===== config.mk =====
export PLATFORM = sky130hd
export DESIGN_NAME = ps2_frame_receiver
export DESIGN_NICKNAME = d
export VERILOG_FILES = /design/src/rtl/ps2_pkg.sv /design/src/rtl/ps2_line_filter.sv /design/src/rtl/ps2_frame_receiver.sv
export SDC_FILE = /design/constraint.sdc
export NUM_CORES = 1
export LEC_CHECK = 0
export BUFFER_PORTS_ARGS = -buffer_cell sky130_fd_sc_hd__clkbuf_2
export CAP_MARGIN = 10
export CORE_ASPECT_RATIO = 1.25
export CORE_MARGIN = 2
export CORE_UTILIZATION = 50
export DETAILED_ROUTE_END_ITERATION = 8
export PLACE_DENSITY = 0.81
export SYNTH_ARGS = -nofsm -noshare
export SYNTH_HDL_FRONTEND = slang
export SYNTH_HIERARCHICAL = 1
export SYNTH_SLANG_ARGS = --single-unit

===== constraint.sdc =====
create_clock -name CLOCK_50 -period 1.66 [get_ports CLOCK_50]
set_input_delay 0.083 -clock CLOCK_50 [delete_from_list [all_inputs] [get_ports CLOCK_50]]
set_output_delay 0.083 -clock CLOCK_50 [all_outputs]
set_load 0.005 [all_outputs]

===== src/rtl/ps2_pkg.sv =====
// Shared PS/2 receive definitions: FSM state encoding, frame constants, parity helper.
package ps2_pkg;

  typedef enum logic [1:0] {
    ST_IDLE   = 2'd0,
    ST_DATA   = 2'd1,
    ST_PARITY = 2'd2,
    ST_STOP   = 2'd3
  } ps2_state_e;

  localparam int         PS2_FRAME_BITS = 11;
  localparam logic [7:0] PS2_BREAK_CODE = 8'hF0;

  // PS/2 uses odd parity over the eight data bits plus the parity bit.
  function automatic logic odd_parity_ok(input logic [7:0] b, input logic p);
    return ^{b, p};
  endfunction

endpackage


===== src/rtl/ps2_line_filter.sv =====
// 2-FF synchronizer plus FILTER_LEN-sample debounce for one PS/2 line; emits filtered level and fall strobe.
module ps2_line_filter #(
  parameter int FILTER_LEN = 8
) (
  input  logic clk_i,
  input  logic rst_ni,
  input  logic line_i,
  output logic level_o,
  output logic fall_o
);

  localparam int CW = (FILTER_LEN > 1) ? $clog2(FILTER_LEN) : 1;

  logic          s1_q, s2_q, filt_q, fall_q;
  logic [CW-1:0] cnt_q;

  // The filtered level flips only after FILTER_LEN consecutive samples disagree with it.
  always_ff @(posedge clk_i or negedge rst_ni) begin
    if (!rst_ni) begin
      s1_q   <= 1'b1;
      s2_q   <= 1'b1;
      filt_q <= 1'b1;
      fall_q <= 1'b0;
      cnt_q  <= '0;
    end else begin
      s1_q   <= line_i;
      s2_q   <= s1_q;
      fall_q <= 1'b0;
      if (s2_q == filt_q) begin
        cnt_q <= '0;
      end else if (cnt_q == CW'(FILTER_LEN - 1)) begin
        filt_q <= s2_q;
        cnt_q  <= '0;
        fall_q <= filt_q;
      end else begin
        cnt_q <= cnt_q + 1'b1;
      end
    end
  end

  assign level_o = filt_q;
  assign fall_o  = fall_q;

endmodule


===== src/rtl/ps2_frame_receiver.sv =====
// PS/2 device-to-host frame deserializer; one-cycle rx_valid / frame_err strobes per frame.
// Define PS2_PARITY_CHECK_EN to reject frames with bad odd parity (default: parity ignored).
module ps2_frame_receiver
  import ps2_pkg::*;
#(
  parameter int FILTER_LEN  = 8,
  parameter int TIMEOUT_CYC = 100000
) (
  input  logic       CLOCK_50,
  input  logic       resetn,
  input  logic       ps2_clk,
  input  logic       ps2_data,
  output logic [7:0] rx_data,
  output logic       rx_valid,
  output logic       frame_err,
  output logic       busy
);

  localparam int TW = $clog2(TIMEOUT_CYC);

  ps2_state_e  state_q, state_d;
  logic [7:0]  shift_q, shift_d, rx_data_q, rx_data_d;
  logic [2:0]  bit_cnt_q, bit_cnt_d;
  logic        par_q, par_d, rx_valid_q, rx_valid_d, frame_err_q, frame_err_d;
  logic [TW-1:0] to_cnt_q, to_cnt_d;
  logic        d_s1_q, d_s2_q;
  logic        clk_lvl, clk_fall, fall, par_ok, frame_ok, timeout_hit;

  ps2_line_filter #(.FILTER_LEN(FILTER_LEN)) u_clk_filt (
    .clk_i  (CLOCK_50),
    .rst_ni (resetn),
    .line_i (ps2_clk),
    .level_o(clk_lvl),
    .fall_o (clk_fall)
  );

  assign fall = clk_fall & ~clk_lvl;

`ifdef PS2_PARITY_CHECK_EN
  assign par_ok = odd_parity_ok(shift_q, par_q);
`else
  logic par_unused;
  assign par_unused = par_q;
  assign par_ok     = 1'b1;
`endif

  assign frame_ok    = d_s2_q & par_ok;
  // A fall in the same cycle always beats the timeout.
  assign timeout_hit = (state_q != ST_IDLE) && (to_cnt_q == TW'(TIMEOUT_CYC - 1)) && !fall;

  always_ff @(posedge CLOCK_50 or negedge resetn) begin
    if (!resetn) begin
      state_q     <= ST_IDLE;
      shift_q     <= '0;
      bit_cnt_q   <= '0;
      par_q       <= 1'b0;
      rx_data_q   <= '0;
      rx_valid_q  <= 1'b0;
      frame_err_q <= 1'b0;
      to_cnt_q    <= '0;
      d_s1_q      <= 1'b1;
      d_s2_q      <= 1'b1;
    end else begin
      state_q     <= state_d;
      shift_q     <= shift_d;
      bit_cnt_q   <= bit_cnt_d;
      par_q       <= par_d;
      rx_data_q   <= rx_data_d;
      rx_valid_q  <= rx_valid_d;
      frame_err_q <= frame_err_d;
      to_cnt_q    <= to_cnt_d;
      d_s1_q      <= ps2_data;
      d_s2_q      <= d_s1_q;
    end
  end

  always_comb begin
    state_d = state_q;
    if (fall) begin
      case (state_q)
        ST_IDLE:   if (!d_s2_q) state_d = ST_DATA;
        ST_DATA:   if (bit_cnt_q == 3'd7) state_d = ST_PARITY;
        ST_PARITY: state_d = ST_STOP;
        ST_STOP:   state_d = ST_IDLE;
        default:   state_d = ST_IDLE;
      endcase
    end else if (timeout_hit) begin
      state_d = ST_IDLE;
    end
  end

  always_comb begin
    shift_d     = shift_q;
    bit_cnt_d   = bit_cnt_q;
    par_d       = par_q;
    rx_data_d   = rx_data_q;
    rx_valid_d  = 1'b0;
    frame_err_d = 1'b0;
    to_cnt_d    = (fall || state_q == ST_IDLE) ? '0 : to_cnt_q + 1'b1;
    if (timeout_hit) begin
      frame_err_d = 1'b1;
      to_cnt_d    = '0;
    end
    if (fall) begin
      case (state_q)
        ST_IDLE:   if (!d_s2_q) bit_cnt_d = '0;
        ST_DATA: begin
          shift_d   = {d_s2_q, shift_q[7:1]};
          bit_cnt_d = bit_cnt_q + 1'b1;
        end
        ST_PARITY: par_d = d_s2_q;
        ST_STOP: begin
          if (frame_ok) begin
            rx_data_d  = shift_q;
            rx_valid_d = 1'b1;
          end else begin
            frame_err_d = 1'b1;
          end
        end
        default: ;
      endcase
    end
  end

  assign rx_data   = rx_data_q;
  assign rx_valid  = rx_valid_q;
  assign frame_err = frame_err_q;
  assign busy      = (state_q != ST_IDLE);

endmodule


After elaboration in Yosys (flattened, before gate mapping)
Cells that the tools add are included.

cells by class
  equal/unequal tests = 10
  add/sub/neg operators = 3
  reductions and logical operators = 13
  muxes and demuxes = 20
  bitwise logic cells = 3

operators by type and width
  kind                                           number
  2-to-1 mux 17 bit                              2
  adder 17 x 1 -> 17 bit, second input constant  1
  == test 17 bit, second input constant          1
  2-to-1 mux 1 bit                               9
  2-to-1 mux 3 bit                               3
  AND reduction 3 bit                            3
  2-to-1 mux 2 bit                               4
  case mux 2 bit (4 select lines)                1
  adder 3 x 1 -> 3 bit, second input constant    2
  == test 3 bit, second input constant           2
  inequality test 3 bit, second input constant   2
  case mux 3 bit (2 select lines)                1
  nonzero test 2 bit                             3
  == test 2 bit, second input constant           2
  AND reduction 2 bit                            2
  == test 2 x 1 -> 1 bit, second input constant  1
  logical AND 1 bit                              2
  zero test 2 bit                                1
  inequality test 2 bit, second input constant   1
  inverter 1 bit                                 2
  bitwise AND 1 bit                              1
  == test 1 bit                                  1
  zero test 1 bit                                1
  logical OR 1 bit                               1

storage, ports and cells
  register bits = 49
  logic and storage cells = 63

Logic depth before layout (Yosys ltp)
  depth in word-level cells = 8
  mapped depth = 8
  mapped depth without buffers = 6

Cells and area by module
Netlist, hierarchy kept.

by module, submodules not included
  module              area an instance (um^2)  cells each  times used  sequential area each (um^2)
  ps2_frame_receiver  1948.1                   168         1           1053.5
  ps2_line_filter     259.0                    15          1           178.9

Worst setup path before layout
OpenSTA, ideal clock, no wires.

  path type = flip-flop to flip-flop
  from = register state_q[0]
  to = register to_cnt_q[10]
  path slack = -0.051 ns
  clock period less this slack = 1.711 ns
  data arrival time = 1.592 ns
  library setup time = 0.119 ns
  stages on the path, launching flop included = 9
  cell sequence = dfrtp_1 > inv_1 > ha_1 > clkbuf_1 > inv_1 > nand4b_1 > o31ai_4 > buf_6 > nor2_1

on the way
  cells in the longest elaborated chain, start to end = 4
  elaborated cells between the ends (all ways) = 7
  those cells by class = mux: 2; reduce/logical: 5

ends and longest elaborated chain
  what                            RTL line                   text
  from (decl)                     ps2_frame_receiver.sv:21   ps2_state_e state_q, state_d;
  from (signal assigned)          ps2_frame_receiver.sv:64   state_q <= state_d;
  nonzero test 2 bit              --
  via busy                        ps2_frame_receiver.sv:16   output logic busy
  logical AND 1 bit (2 in a row)  ps2_frame_receiver.sv:49   assign timeout_hit = (state_q != ST_IDLE) && (to_cnt_q == TW'(TIMEOUT_CYC - 1)) && !fall;
  2-to-1 mux 17 bit               ps2_frame_receiver.sv:100  if (timeout_hit) begin
  via to_cnt_d[10]                ps2_frame_receiver.sv:25   logic [TW-1:0] to_cnt_q, to_cnt_d;
  to (signal assigned)            ps2_frame_receiver.sv:71   to_cnt_q <= to_cnt_d;
  to (decl)                       ps2_frame_receiver.sv:25

The timed path passes the listed nets, and every way through them passes these cells.
A chain may end at the register's enable or synchronous reset.

Final worst setup path
  from = register state_q[1]
  to = register to_cnt_q[6]

on the way
  cells in the longest elaborated chain, start to end = 4
  elaborated cells between the ends (all ways) = 7
  those cells by class = mux: 2; reduce/logical: 5

ends and longest elaborated chain
  what                                                    RTL line
  zero test 2 bit or nonzero test 2 bit (tied branches)   ps2_frame_receiver.sv:99, ps2_frame_receiver.sv:49
  logical OR 1 bit or logical AND 1 bit (tied branches)   ps2_frame_receiver.sv:99, ps2_frame_receiver.sv:49
  2-to-1 mux 17 bit or logical AND 1 bit (tied branches)  ps2_frame_receiver.sv:99, ps2_frame_receiver.sv:49
  2-to-1 mux 17 bit *                                     ps2_frame_receiver.sv:100
  via to_cnt_d[6]                                         ps2_frame_receiver.sv:25

The timed path passes the listed nets; every way through them passes the cells marked *.

==> out/metrics.yaml <==
numCtsBuffers: 5
drt_wl_total_um: 3640
die_width_um: 63.4
grt_pass1_wl_um: 6280
rr_endpoint: "to_cnt_q[6]$_DFF_PN0_"
firstDrtPassIters: 5
slew_headroom: 0.703
slowest_stage: "dfrtp_1"
hold_violations: 0
r2r_start: "state_q[1]$_DFFE_PN0P_"
multi_input_area_um2: 943
hold_class: "input port to async pin"
p_leak_nw: 1.20
drtIter0Drc: 59
antenna_cells: 0
dieHeight_um: 78.3
dp_hpwl_um: 2550
synth.distinct_cells: 39
ant_nets: 0
layout_common_cells: "dfrtp_1 (44), nor2_1 (18), mux2_2 (17)"
core-area_mm2: 0.00432
slew_viol_final: 0
clk_path_buf_depth: 2
syn-num-nets: 196
vias: 1424
status: "complete, no violations"
drc: 0
die_area_mm2: 0.00496
critPathTopFamily: "flip-flops"
p_seq_frac: 0.605
cap_violations: 0
critical_path_class: "flop to flop"
rows: 27
syn_to_final_growth_pct: 16.8
cpPeakStageDelay_ns: 0.42
clock_latency_ns: 0.31
comb_power_share: 0.053
viasPerCell: 5.18
fin_skew_ns: 0.0128
worstMarginPinSlew_ns: 0.445
final_nets: 229
stdcell_count: 275
start_util: 0.510
ir_worst_vdd_mv: 0.602
ys_ff_latch: 49
cp-startpoint: "state_q[1]$_DFFE_PN0P_"
crit_fanout: 16
port-buffer-count: 14
crit_path_end: "to_cnt_q[6]$_DFF_PN0_"
rsz0062_at_grt: "no"
path_buf_inv: 3
setup_tns_ns: 0
critPathLaunchType: "flop"
clk_pin_slew_ns: 0.09
swShare: 0.238
track_usage: 0.162
synth_area_mm2: 0.00221
grt_pass1_vias: 1429
cts_tree: "yes"
r2r_slack_ns: 0.07
end_kind: "flop"
fmax_ghz: 0.629
finalCritPeriodShare: 0.957
io_pins: 15
powerDensity_mw_per_mm2: 819
crit_top_cell: "inv_2"
required_ns: 1.85
setup_violations: 0
crit_chain: "inv_2, ha_4, inv_2, nand4b_1, o31ai_4, buf_12, nor2_1"
grt_max_degree: 20
htree_levels: 2
syn_area_per_cell_um2: 12.1
syn_inst: 183
path_depth: 7
overflow: 0
layout_commonest_cell: "dfrtp_1"
nFillCells: 385
regArea_mm2: 0.00123
cts_root_buffer: "clkbuf_8"
period_minus_slack_ns: 1.59
wl_per_cell_um: 13.3
arrival_ns: 1.78
p_sw_w: 0.000503
synth-seq-area-share: 0.558
yosysWarnings: 6
reg2regPathDepth: 7
cts.sinks: 49
drive_gt1_frac: 0.313
place_congestion: 0.810
internal_power_w: 0.00161
antenna_found_initial: 0
dp_cells: 262
clock_power_share: 0.342
[synthesized netlist by cell type, drive strengths merged]
library cell / count / area share
dfrtp: 44 / 0.50
mux2: 18 / 0.092
nor2: 18 / 0.031
nand2: 10 / 0.017
ha: 9 / 0.051
xnor2: 9 / 0.036
inv: 7 / 0.012
nand3: 7 / 0.018
nand4: 6 / 0.024
dfstp: 5 / 0.060
nor3: 5 / 0.011
nor4: 5 / 0.017
xor2: 5 / 0.020
o21ai: 4 / 0.0091
a21oi: 3 / 0.0068
nand2b: 3 / 0.0085
nor2b: 3 / 0.0085
and2: 2 / 0.0057
buf: 2 / 0.0074
clkbuf: 2 / 0.0034
nor3b: 2 / 0.0091
o22ai: 2 / 0.0057
or3: 2 / 0.0057
a211oi: 1 / 0.0034
a21o: 1 / 0.0034
a22o: 1 / 0.0040
a31oi: 1 / 0.0028
a32oi: 1 / 0.0040
and3b: 1 / 0.0045
and4: 1 / 0.0051
nand4b: 1 / 0.0040
o31ai: 1 / 0.0096
or2: 1 / 0.0028
[registers in the layout, indices dropped and copies added (netlist names), 2 cells and up]
signal / cells
to_cnt_q: 17
rx_data: 8
shift_q: 8
bit_cnt_q: 3
u_clk_filt/cnt_q: 3
state_q: 2
[worst register-to-register path, delay by kind of cell (launching register included)]
family / cells / cell delay (ns)
AOI/OAI and AO/OA: 1 / 0.34
buffers and inverters: 3 / 0.31
adders and majority gates: 1 / 0.16
DFF: 1 / 0.42
and+or+nand+nor: 2 / 0.25
[through the flow]
step                setup WS, ns  total power [W]  cell area [µm²]  hold WS [ns]  utilization
floorplan                 0.0206          0.00136             2210        -0.213            -
global placement          0.0764          0.00140             2420        0.0444        0.560
detailed placement        0.0662          0.00141             2420        0.0564        0.560
CTS                       0.0362          0.00215             2540         0.255        0.589
global route             0.00379          0.00222             2580         0.281        0.596
finish                    0.0714          0.00211             2580         0.241        0.596
[layout make-up]
cell class / count / share of cell area
multi-input combinational: 123 / 0.366
clock buffer: 5 / 0.0267
timing repair buffer: 30 / 0.0815
inverter: 7 / 0.0102
tap: 58 / 0.0281
clock inverter: 3 / 0.00970
sequential: 49 / 0.478
[how the worst min path moves through the flow]
stage	start	to
floorplan	resetn	bit_cnt_q[0]$_DFFE_PN0P_
global placement	resetn	to_cnt_q[2]$_DFF_PN0_
detailed placement	resetn	to_cnt_q[3]$_DFF_PN0_
CTS	resetn	to_cnt_q[2]$_DFF_PN0_
global route	resetn	to_cnt_q[3]$_DFF_PN0_
finish	resetn	to_cnt_q[2]$_DFF_PN0_
[kinds of logic after synthesis]
family,after synthesis,share of synthesized area
simple gates,67,0.172
flops,49,0.558
mux,18,0.0918
compound gates,15,0.0488
xor+xnor,14,0.0556
buf+inv,11,0.0227
fa+ha+maj,9,0.0510
[per-layer routing]
metal / vias to the layer above / global-route usage / share of wire / wire length [µm]
met5: - / 0 / 0 / 0
met4: 0 / 0.0652 / 0.016 / 58
met3: 6 / 0.0444 / 0.028 / 102
met2: 20 / 0.284 / 0.53 / 1920
met1: 698 / 0.186 / 0.43 / 1560
li1: 700 / - / - / -
[power by group through the flow]
stage / logic (W) / registers [W] / clock network, W
finish: 0.000112 / 0.00128 / 0.000722
global route: 0.000128 / 0.00128 / 0.000808
CTS: 0.000115 / 0.00128 / 0.000754
detailed placement: 0.000108 / 0.00130 / 0
global placement: 0.000105 / 0.00130 / 0
floorplan: 0.0000639 / 0.00129 / 0
[timing repair]
item                                   CTS  global route
hold buffers                             3             0
setup endpoints to repair                0            11
gates resized for setup                  0             5
endpoints found under the hold margin   14             0
setup buffers                            0             2
No activity file was read; power rests on OpenSTA's default activity.
